==> src/rtl/qid_issue_ctrl.sv <==
// ---------------------------------------------------------------------------
// qid_issue_ctrl
//   Issue sequencer between the instruction buffer FIFO and the quantum
//   instruction decoder (QID). Instructions are popped into a one-entry hold
//   register and presented to the QID. Measurement instructions that have
//   been issued are counted until their feedback returns, and
//   feedback-dependent instructions are held back while any measurement is
//   still outstanding. Returned xorz values are registered and forwarded.
//   qifdone flags that the program has been fully issued and all feedback
//   has returned.
//
// Ports
//   clk, rst            clock, asynchronous active-high reset
//   instbuf_dout        head of the instruction FIFO (valid when not empty)
//   instbuf_empty       instruction FIFO empty
//   instbuf_rd          pop the instruction FIFO this cycle (combinational)
//   fetch_done          fetch unit has written the last instruction
//   qid_inst            held instruction presented to the QID
//   qid_instbuf_empty   low when qid_inst is valid for the QID (combinational)
//   a_taken             QID consumed qid_inst this cycle
//   measfb_valid        one measurement result returned this cycle
//   measfb_xorz_in      xorz of the returned result
//   measfb_xorz         registered xorz forwarded to the QID
//   qifdone             all instructions issued and all feedback returned
//   pend_cnt            outstanding measurement count
//   fb_err              sticky: feedback arrived with nothing outstanding
// ---------------------------------------------------------------------------
module qid_issue_ctrl #(
  parameter int INST_BW   = 64,
  parameter int OPCODE_BW = 4,
  parameter logic [OPCODE_BW-1:0] MEAS_OPC_A = 4'h6,
  parameter logic [OPCODE_BW-1:0] MEAS_OPC_B = 4'h7,
  parameter logic [OPCODE_BW-1:0] DEP_OPC    = 4'h8,
  parameter int PEND_BW   = 4
) (
  input  logic               clk,
  input  logic               rst,
  input  logic [INST_BW-1:0] instbuf_dout,
  input  logic               instbuf_empty,
  output logic               instbuf_rd,
  input  logic               fetch_done,
  output logic [INST_BW-1:0] qid_inst,
  output logic               qid_instbuf_empty,
  input  logic               a_taken,
  input  logic               measfb_valid,
  input  logic [1:0]         measfb_xorz_in,
  output logic [1:0]         measfb_xorz,
  output logic               qifdone,
  output logic [PEND_BW-1:0] pend_cnt,
  output logic               fb_err
);

  localparam logic [1:0] ST_IDLE  = 2'd0;
  localparam logic [1:0] ST_ISSUE = 2'd1;
  localparam logic [1:0] ST_WAIT  = 2'd2;
  localparam logic [1:0] ST_DONE  = 2'd3;

  localparam logic [PEND_BW-1:0] PEND_ZERO = {PEND_BW{1'b0}};
  localparam logic [PEND_BW-1:0] PEND_MAX  = {PEND_BW{1'b1}};
  localparam logic [PEND_BW-1:0] PEND_ONE  = {{(PEND_BW-1){1'b0}}, 1'b1};

  // Opcode of an instruction word.
  function automatic logic [OPCODE_BW-1:0] opc_f(input logic [INST_BW-1:0] inst);
    return inst[INST_BW-1 -: OPCODE_BW];
  endfunction

  function automatic logic is_meas_f(input logic [OPCODE_BW-1:0] opc);
    return (opc == MEAS_OPC_A) || (opc == MEAS_OPC_B);
  endfunction

  function automatic logic is_dep_f(input logic [OPCODE_BW-1:0] opc);
    return (opc == DEP_OPC);
  endfunction

  // A dependent instruction waits for all feedback; a measurement waits
  // while the counter is full so the counter can never wrap.
  function automatic logic blocked_f(input logic                 valid,
                                     input logic [OPCODE_BW-1:0] opc,
                                     input logic [PEND_BW-1:0]   pend);
    return valid & ((is_dep_f(opc) & (pend != PEND_ZERO)) |
                    (is_meas_f(opc) & (pend == PEND_MAX)));
  endfunction

  logic [INST_BW-1:0] hold_inst_r;
  logic               hold_valid_r;
  logic [PEND_BW-1:0] pend_cnt_r;
  logic [1:0]         xorz_r;
  logic               qifdone_r;
  logic               fb_err_r;
  logic [1:0]         state_r;

  logic [OPCODE_BW-1:0] opc_s;
  logic                 blocked_s;
  logic                 qid_empty_s;
  logic                 take_s;
  logic                 pop_s;
  logic                 inc_s;
  logic                 dec_s;
  logic [INST_BW-1:0]   hold_inst_nxt_s;
  logic                 hold_valid_nxt_s;
  logic [PEND_BW-1:0]   pend_nxt_s;
  logic                 fb_err_nxt_s;
  logic [1:0]           xorz_nxt_s;
  logic [1:0]           state_nxt_s;
  logic                 done_cond_s;

  // Issue handshake, counter update and next-state decode.
  always_comb begin
    opc_s       = opc_f(hold_inst_r);
    blocked_s   = blocked_f(hold_valid_r, opc_s, pend_cnt_r);
    qid_empty_s = ~hold_valid_r | blocked_s;
    take_s      = a_taken & ~qid_empty_s;
    // rst gates the pop so nothing is requested while reset is asserted.
    pop_s       = ~rst & ~instbuf_empty & (~hold_valid_r | take_s) &
                  (state_r != ST_DONE);
    inc_s       = take_s & is_meas_f(opc_s);
    dec_s       = measfb_valid & (pend_cnt_r != PEND_ZERO);

    if (inc_s && !dec_s) begin
      pend_nxt_s = pend_cnt_r + PEND_ONE;
    end else if (dec_s && !inc_s) begin
      pend_nxt_s = pend_cnt_r - PEND_ONE;
    end else begin
      pend_nxt_s = pend_cnt_r;
    end

    fb_err_nxt_s = fb_err_r | (measfb_valid & (pend_cnt_r == PEND_ZERO) & ~inc_s);

    if (measfb_valid) begin
      xorz_nxt_s = measfb_xorz_in;
    end else begin
      xorz_nxt_s = xorz_r;
    end

    if (pop_s) begin
      hold_inst_nxt_s = instbuf_dout;
    end else begin
      hold_inst_nxt_s = hold_inst_r;
    end
    hold_valid_nxt_s = pop_s | (hold_valid_r & ~take_s);

    done_cond_s = fetch_done & instbuf_empty & ~hold_valid_r &
                  (pend_cnt_r == PEND_ZERO);

    // IDLE/ISSUE/WAIT track what the hold register will contain next.
    state_nxt_s = state_r;
    case (state_r)
      ST_IDLE, ST_ISSUE, ST_WAIT: begin
        if ((state_r == ST_IDLE) && done_cond_s) begin
          state_nxt_s = ST_DONE;
        end else if (!hold_valid_nxt_s) begin
          state_nxt_s = ST_IDLE;
        end else if (blocked_f(1'b1, opc_f(hold_inst_nxt_s), pend_nxt_s)) begin
          state_nxt_s = ST_WAIT;
        end else begin
          state_nxt_s = ST_ISSUE;
        end
      end
      ST_DONE: begin
        state_nxt_s = ST_DONE;
      end
      default: begin
        state_nxt_s = ST_IDLE;
      end
    endcase
  end

  // State and output registers.
  always_ff @(posedge clk or posedge rst) begin
    if (rst) begin
      hold_inst_r  <= {INST_BW{1'b0}};
      hold_valid_r <= 1'b0;
      pend_cnt_r   <= PEND_ZERO;
      xorz_r       <= 2'b00;
      qifdone_r    <= 1'b0;
      fb_err_r     <= 1'b0;
      state_r      <= ST_IDLE;
    end else begin
      hold_inst_r  <= hold_inst_nxt_s;
      hold_valid_r <= hold_valid_nxt_s;
      pend_cnt_r   <= pend_nxt_s;
      xorz_r       <= xorz_nxt_s;
      qifdone_r    <= (state_nxt_s == ST_DONE);
      fb_err_r     <= fb_err_nxt_s;
      state_r      <= state_nxt_s;
    end
  end

  assign instbuf_rd        = pop_s;
  assign qid_instbuf_empty = qid_empty_s;
  assign qid_inst          = hold_inst_r;
  assign measfb_xorz       = xorz_r;
  assign qifdone           = qifdone_r;
  assign pend_cnt          = pend_cnt_r;
  assign fb_err            = fb_err_r;

endmodule

==> config.mk <==
export PLATFORM = sky130hd
export DESIGN_NAME = qid_issue_ctrl
export DESIGN_NICKNAME = d
export VERILOG_FILES = /design/src/rtl/qid_issue_ctrl.sv
export SDC_FILE = /design/constraint.sdc
export NUM_CORES = 1
export LEC_CHECK = 0
export ABC_AREA = 1
export CAP_MARGIN = 10
export CORE_UTILIZATION = 43
export CTS_BUF_LIST = sky130_fd_sc_hd__clkbuf_4
export CTS_CLUSTER_SIZE = 12
export DETAILED_ROUTE_END_ITERATION = 8
export PLACE_DENSITY = 0.82
export SYNTH_ARGS = -nofsm -noshare
export SYNTH_HDL_FRONTEND = slang
export SYNTH_SLANG_ARGS = --single-unit
==> constraint.sdc <==
create_clock -name clk -period 4.75 [get_ports clk]
set_input_delay 0.7125 -clock clk [delete_from_list [all_inputs] [get_ports clk]]
set_output_delay 0.7125 -clock clk [all_outputs]
set_load 0.01 [all_outputs]
### Word level (Yosys, flattened, before mapping)

Cells that the tools add are included.

| cells by class | value |
|---|---|
| bitwise gates (word level) | 29 |
| add/sub/neg operators | 2 |
| muxes and demuxes | 7 |
| equal/unequal tests | 13 |
| reduce and logical (&&, ||, !) cells | 12 |

Operators with widths:

| kind | number |
|---|---|
| $mux W64 | 1 |
| $and A1 B1 Y1 | 17 |
| $eq A4 B3 Y1 const B | 4 |
| $eq A4 B4 Y1 const B | 4 |
| $mux W4 | 2 |
| $reduce_bool A4 Y1 | 2 |
| $eq A2 B2 Y1 const B | 3 |
| $mux W2 | 3 |
| $not A1 Y1 | 6 |
| $or A1 B1 Y1 | 6 |
| $add A4 B1 Y4 const B | 1 |
| $logic_not A4 Y1 | 1 |
| $pmux W2 S2 | 1 |
| $sub A4 B1 Y4 const B | 1 |
| $logic_and A1 B1 Y1 | 3 |
| $reduce_or A3 Y1 | 1 |
| $eq A2 B1 Y1 const B | 1 |
| $logic_not A1 Y1 | 2 |
| $logic_not A2 Y1 | 1 |
| $logic_or A1 B1 Y1 | 2 |
| $ne A2 B2 Y1 const B | 1 |

| word-level totals | value |
|---|---|
| output and inout bits | 74 |
| logic and storage cells | 71 |
| flip-flop bits (word level) | 75 |

### Depth between registers and ports, before layout

| depth | value |
|---|---|
| depth after elaboration | 21 |
| depth in mapped cells | 16 |

### Least setup slack after synthesis

No wires, ideal clock.

| path | value |
|---|---|
| path kind | input -> output |
| from | input rst |
| to | output instbuf_rd |
| stages on the path | 7 |
| path buffers | 2 |
| setup slack | 0.831 ns |
| data arrival time | 3.207 ns |
| cell sequence | inv_1 -> nand3_1 -> inv_1 -> nand2_4 -> buf_8 -> inv_2 -> buf_2 |

| between the ends | value |
|---|---|
| longest elaborated chain between the ends | 4 |

RTL lines:

| item | RTL line | text |
|---|---|---|
| from (decl) | 37 | `input logic rst,` |
| $not A1 Y1 | 114 | `pop_s = ~rst & ~instbuf_empty & (~hold_valid_r \| take_s) &` |
| $and A1 B1 Y1 (3 in series) | 114 |  |
| to (decl) | 40 | `output logic instbuf_rd,` |

No other way between the ends.

### Final worst setup path

| path | value |
|---|---|
| from | register pend_cnt_r[0] (netlist: pend_cnt[0]) |
| to | output instbuf_rd |

| between the ends | value |
|---|---|
| longest elaborated chain between the ends | 10 |

RTL lines:

| item | RTL line | text |
|---|---|---|
| from (decl) | 86 | `logic [PEND_BW-1:0] pend_cnt_r;` |
| from (signal assigned) | 181 | `pend_cnt_r <= pend_nxt_s;` |
| $eq A4 B4 Y1 / $reduce_bool A4 Y1 (equally long branches) | 81, 80 |  |
| $and A1 B1 Y1, on equally long branches | 81, 80 |  |
| $or A1 B1 Y1 * | 80 | `return valid & ((is_dep_f(opc) & (pend != PEND_ZERO)) \|` |
| $and A1 B1 Y1 * | 80 |  |
| $or A1 B1 Y1 * | 111 | `qid_empty_s = ~hold_valid_r \| blocked_s;` |
| $not A1 Y1 * | 112 | `take_s = a_taken & ~qid_empty_s;` |
| $and A1 B1 Y1 * | 112 |  |
| $or A1 B1 Y1 * | 114 |  |
| $and A1 B1 Y1 * (2 in series) | 114 |  |

Mark *: on every way between the ends. The rest lies on a longest branch, timed or not.

==> qor.csv <==
stage,metric,value,unit
status,outcome,finished clean,
global_routing,antenna_found_initial,0,
logic_synthesis,syn_inst,383,
clocking,clock_latency,0.40,ns
floorplanning,dieArea,7920,sq um
setup_path,end_kind,output pin,
setup_path,critPathLaunchType,flip-flop,
logic_synthesis,yosys-top-cells-area,"dfrtp_1, nand2_1, nand3_1, inv_1, buf_2",
floorplanning,core_area,7292,sq um
floorplanning,ioPinCount,146,
placement,place_area,4781,sq um
min_path,hold_path_class,flip-flop to flip-flop,
timing,rsz0062_at_grt,false,
placement,place.gp.congestion,0.8176,
floorplanning,num_rows,31,
placement,dp_hpwl,5688,um
timing,slew_viol_final,0,
setup_path,crit_fanout,5,
finish,design_area,4941,sq um
power_and_ir_drop,fin_total_pwr,1445,uW
global_routing,grt_usage,21.03,%
clocking,cts_made_buffers,9,
timing,slew_headroom,37.52,%
timing,max_freq,0.3337,GHz
clocking,postCtsSetupBuffers,0,
timing,report.final.setup_viol,0,
logic_synthesis,ys_seq_area_share,57.67,%
clocking,post_cts_resized,0,
logic_synthesis,syn_area,3254,sq um
logic_synthesis,synth_cell_types,26,
power_and_ir_drop,peakVddDrop,0.0001238,V
clocking,clockBufferDepth,2,
route,totalWireLength,8171,um
power_and_ir_drop,leakage,0.002498,uW
route,drc,0,
clocking,holdBufCountCts,0,
route,drt-pass1-iter-count,4,
clocking,cts_tree,built,
floorplanning,fp.dieH,89.00,um
logic_synthesis,synth.top_cell.area_share,57.67,%
logic_synthesis,synth_seq_cells,75,
logic_synthesis,syn-num-nets,458,
setup_path,path_class,flip-flop to output pin,
clocking,numClockSinks,75,
timing,finalCriticalPeriod,2.997,ns
setup_path,arrival,2.28,ns
timing,setup_tns,0,ns
timing,max_slew.worst_pin.slew,0.9371,ns
floorplanning,initial_core_util,44.63,%
route,dr.first_iter.drc_count,106,
route,vias_per_cell,4.695,
global_routing,grt_max_degree,76,
route,vias,2972,
route,routedWlPerCell,12.91,um
logic_synthesis,yosysWarnings,0,
power_and_ir_drop,p_per_area,292.4,nW/um^2
clocking,h-tree-depth,3,
placement,portBuffers,145,
timing,fin_skew,0.01830,ns
floorplanning,die_w,89.00,um
route,ant_nets,0,
finish,layout.nets,604,
global_routing,grt_pass1_vias,2797,
timing,final-hold-violation-count,0,
timing,fin_crit_sh,63.09,%
finish,antenna_cells,0,
finish,layout-drive-gt1-share,8.614,%
global_routing,overflow,0,
logic_synthesis,avgSynthCellArea,8.497,sq um
logic_synthesis,netlist.top_cell.by_area,dfrtp_1,
run,maxCapViolations,0,
finish,synthToLayoutAreaGrowth,51.83,%
clocking,root_buffer,clkbuf_4,
global_routing,grt_pass1_wl,12620,um
setup_path,worstPathRequired,4.04,ns
clocking,path_clk_slew,0.11,ns
-- cell families (layout without fill, tap and decap cells) --
group	after synthesis	count (layout)	share of synthesized area, %
DFF	75	75	57.67
xor gates and xnor gates	3	3	0.8075
buffers and inverters	37	188	4.959
AOI/OAI and AO/OA	6	6	1.576
and+or+nand+nor	257	257	33.14
muxes	2	2	0.6920
adders and majority gates	3	3	1.154
-- path summary, 6_finish.rpt --
| check | from | slack (ns) | cells past startpoint | to |
|---|---|---|---|---|
| hold reg to reg | fb_err | 0.47 | 1 | fb_err |
| min in group asynchronous | rst | 0.90 | 3 | qifdone |
| hold / removal | fb_err | 0.47 | 1 | fb_err |
| max in group asynchronous | rst | 3.21 | 3 | qid_inst[47] |
| setup reg to reg | pend_cnt[0] | 2.27 | 15 | state_r[0] |
| setup / recovery | pend_cnt[0] | 1.75 | 9 | instbuf_rd |
-- cell usage in the layout (no fill, tap or decap), drive strengths merged, types with 3 or more instances in the layout --
| master | synthesis | routed |
|---|---|---|
| dfrtp | 75 | 75 |
| nor2 | 15 | 15 |
| nand4 | 3 | 3 |
| buf | 10 | 3 |
| nand2 | 220 | 220 |
| inv | 24 | 24 |
| ha | 3 | 3 |
| nand3 | 17 | 17 |
| xor2 | 3 | 3 |
| clkdlybuf4s50 | 0 | 145 |
| clkbuf | 3 | 11 |
| a21oi | 3 | 3 |
-- report_power, final --
| part | leakage, uW | switching, uW | internal, uW |
|---|---|---|---|
| Clock | 0.0000868 | 219 | 224 |
| Sequential | 0.00101 | 28.6 | 661 |
| Combinational | 0.00141 | 157 | 154 |
| Total | 0.00250 | 405 | 1040 |
-- sequential cells by signal, indices dropped and copies added (netlist names) --
name	count
qifdone	1
qid_inst	64
state_r	2
measfb_xorz	2
pend_cnt	4
hold_valid_r	1
fb_err	1
-- worst max-delay path: stages (launching register included) --
cell	delay [ns]
dfrtp_1	0.44
inv_1	0.14
ha_1	0.21
nand3_2	0.11
nand2_2	0.10
nand2_2	0.06
o21bai_4	0.18
nand2_4	0.06
inv_2	0.06
clkdlybuf4s50_1	0.53
-- layout make-up --
cell class	count	area [sq um]
Tap cell	99	123.9
Timing Repair Buffer	148	1474
Clock buffer	11	82.58
Clock inverter	5	77.57
Sequential cell	75	1877
Fill cell	611	2351
Inverter	24	90.09
Multi-Input combinational cell	271	1216
-- cells in the mapped netlist --
cell type,instances
a21oi_1,3
a31o_2,1
buf_2,9
buf_8,1
clkbuf_1,3
dfrtp_1,75
ha_1,3
inv_1,20
inv_2,4
mux2_2,2
nand2_1,211
nand2_2,7
nand2_4,2
nand3_1,16
nand3_2,1
nand3b_1,1
nand4_1,1
nand4_2,1
nand4_4,1
nor2_1,11
nor2_2,2
nor2_4,2
o21ai_2,1
o21bai_4,1
or2_2,1
xor2_1,3
-- metal layers --
layer	routed length, um	global-route usage (%)
met1	3386	26.13
met5	0	0
met2	3915	33.29
met4	216	12.12
met3	652	5.633
-- per-stage QoR --
| stage | hold slack (ns) | instances | setup WS, ns | util, % |
|---|---|---|---|---|
| 2_1_floorplan | 0.4842 | 383 | 0.8306 | - |
| 3_3_place_gp | 0.4493 | 617 | 1.799 | 65.56 |
| 3_5_place_dp | 0.4539 | 617 | 1.802 | 65.56 |
| 4_1_cts | 0.4796 | 633 | 1.722 | 67.76 |
| 5_1_grt | 0.5112 | 633 | 1.600 | 67.76 |
| 6_report | 0.4746 | 633 | 1.753 | 67.76 |
Power figures use the tool's default switching activity.
==> RTL edit: new RTL, same flow settings <==
The parameter `INST_BW` goes from 64 to 68.
--- a/src/rtl/qid_issue_ctrl.sv
+++ b/src/rtl/qid_issue_ctrl.sv
@@ -26,7 +26,7 @@
 //   fb_err              sticky: feedback arrived with nothing outstanding
 // ---------------------------------------------------------------------------
 module qid_issue_ctrl #(
-  parameter int INST_BW   = 64,
+  parameter int INST_BW   = 68,
   parameter int OPCODE_BW = 4,
   parameter logic [OPCODE_BW-1:0] MEAS_OPC_A = 4'h6,
   parameter logic [OPCODE_BW-1:0] MEAS_OPC_B = 4'h7,
Ports: changed (resized instbuf_dout and qid_inst); port bits go from 146 to 154. The function was not compared with the original's and may differ.
==> RTL edit against the original RTL <==
  * Final area is 5.1% higher
  * Sequential share of layout area is 0.088 points higher
  * Routed wire length is 7.2% higher
  * Total power is 2.4% higher
  * Area after synthesis is 5.9% higher
  * Synthesized cell count is 4.4% higher
  * Critical endpoint unchanged
  * Register-to-register slack worse by 0.09 ns
  * First-iteration DRC count is 41% higher
  * Sequential cell count is 4 higher
  * Setup slack worse by 0.070 ns
  * Hold slack better by 0.015 ns
  * Highest routed layer unchanged
  * Combinational power is 8.7% higher
==> RTL edit: results (changes against the original RTL) <==
| Metric | Value |
|---|---|
| Distinct cells, synth | `28 (+7.7%)` |
| Post-Synth Adder-Cell Area | `1.09% (-0.064 points)` |
| Starting DRT DRC Count | `149 (+41%)` |
| Post-synth top cells | `nand2_1, dfrtp_1, inv_1` |
| Top cells by area, synth | `dfrtp_1, nand2_1, inv_1` |
| Cells on worst reg2reg path | `15 (unchanged)` |
| Fin nets | `631 (+4.5%)` |
| Final WL | `8760 um (+7.2%)` |
| CTS root buf | `clkbuf_4` |
| Leakage | `2.60 nW (+4.2%)` |
| Post-route clock skew | `0.0250 ns (+0.00673 ns)` |
| Data arrival, critical path | `2.35 ns (+0.07 ns)` |
| Largest net degree at the start of global routing | `80 (+5.3%)` |
| Number of global-route vias before repair | `3028 (+8.3%)` |
| Post-synthesis sequential area ratio | `57.4% (-0.32 points)` |
| XOR/XNOR Fraction of Synth Area | `1.02% (+0.21 points)` |
| Total CTS buffers | `9 (unchanged)` |
| Buffers on Ports | `153 (+5.5%)` |
| Min-delay worst type | `register to register` |
| Final hold viol count | `0 (unchanged)` |
| Terminus of the critical flop-to-flop path | `state_r[0]$_DFF_PP0_` |
| Max Fanout on Critical Path | `5 (unchanged)` |
| Net Count, Synth | `479 (+4.6%)` |
| Compound-cell area share of the yosys netlist | `1.23% (-0.34 points)` |
| Placement Setup Slack | `1.77 ns (-0.0348 ns)` |
| Post-synthesis mux area share | `0.653% (-0.039 points)` |
| Synth warn | `0 (unchanged)` |
| Clock-pin slew on the worst setup and hold paths | `0.12 ns` |
| Ant. Diodes | `0 (unchanged)` |
| Dpl cell area | `0.00505 mm2 (+5.6%)` |
| Vias per cell | `4.69 (about the same)` |
| Dpl hpwl | `6370 um (+12%)` |
| Asr flop ratio synth | `100% (unchanged)` |
| Fillers | `640 (+4.7%)` |
| Flop2flop setup slack | `2.18 ns (-0.09 ns)` |
| Pint | `1.04 mW (-0.28%)` |
| Initial antenna violation count | `0 (unchanged)` |
| CTS Buffer Depth | `2 (unchanged)` |
| CTS HTree Levels | `3 (unchanged)` |
| Setup bufs post-CTS | `0 (unchanged)` |
| TritonRoute pass-1 iters | `4 (unchanged)` |
| Cts repair resizes | `0 (unchanged)` |
| GRT Total Usage | `21.8% (+0.79 points)` |
| First-pass GRT wire length | `14200 um (+13%)` |
| Number of flip-flops in the largest register | `68 (+6.3%)` |
| Worst skew pair latency | `0.42 ns (+0.02 ns)` |
| VDD IR max | `135 uV (+9.3%)` |
| GP Congestion | `0.802 (-1.9%)` |
| Tightest Pin Transition | `0.953 ns (+0.0161 ns)` |
| Worst hold slack | `0.490 ns (+0.0151 ns)` |
| Share of post-route cells with drive strength above 1 | `9.16% (+0.54 points)` |
| Worst Hold End | `qid_inst[33]$_DFFE_PP0N_` |
| Hold_sp | `qid_inst[33]$_DFFE_PP0N_` |
| Worst setup startpoint | `pend_cnt[0]$_DFF_PP0_` |
| Worst Hold Path Cells | `2 (+1)` |
| Outcome | `completed` |
| Detail Route Antenna Nets | `0 (unchanged)` |
RTL edit: power groups by stage:
stage,clock network (mW),registers (mW),logic (mW)
2_1_floorplan,0,0.740,0.202
3_3_place_gp,0,0.741,0.332
3_5_place_dp,0,0.743,0.341
4_1_cts,0.419,0.730,0.343
5_1_grt,0.447,0.736,0.372
6_report,0.409,0.731,0.339
RTL edit: kinds of logic (layout without fill, tap and decap cells):
kind of cell | after synthesis | in the layout
AND/OR/NAND/NOR | 268 | 268
flip-flops | 79 | 79
buffers and inverters | 39 | 196
AO/OA/AOI/OAI | 5 | 5
XOR/XNOR | 4 | 4
adder cells (fa/ha/maj) | 3 | 3
multiplexers | 2 | 2
RTL edit: worst max path at each step:
stage	slack, ns	endpoint	cells after the start
floorplan	0.77	instbuf_rd	6
global route	1.53	instbuf_rd	9
global placement	1.78	instbuf_rd	6
CTS	1.65	instbuf_rd	9
finish	1.68	instbuf_rd	9
detailed placement	1.77	instbuf_rd	6
RTL edit: metal layers:
layer	track usage (%)	wire length, um	vias to the layer above
met5	0	0	-
met4	10.6	221	0
met3	4.19	526	20
met2	36.5	4370	111
met1	27.0	3640	1450
li1	-	-	1512
RTL edit: final cells by class:
class / count / area (um2) / area share [%]
clock buffers: 10 / 75.1 / 1.45
inverters: 24 / 98.8 / 1.90
flip-flops and latches: 79 / 1980 / 38.1
repair buffers: 156 / 1550 / 29.9
clock inverters: 6 / 67.6 / 1.30
multi-input cells: 282 / 1290 / 24.9
well taps: 102 / 128 / 2.46
RTL edit: critical path, cell delays in order, from the launching register on:
cell and delay (ns):
dfrtp_1 0.44, inv_1 0.15, ha_1 0.26, nand3_4 0.09
nand2_2 0.09, nand2_2 0.06, o21bai_4 0.18, nand2_4 0.08
inv_2 0.06, clkdlybuf4s50_1 0.54
RTL edit: stage by stage:
stage	util (%)	instances
after detailed placement	65.3	643
after CTS	67.2	659
after floorplan	-	400
after global placement	65.3	643
after global routing	67.2	659
final	67.2	659
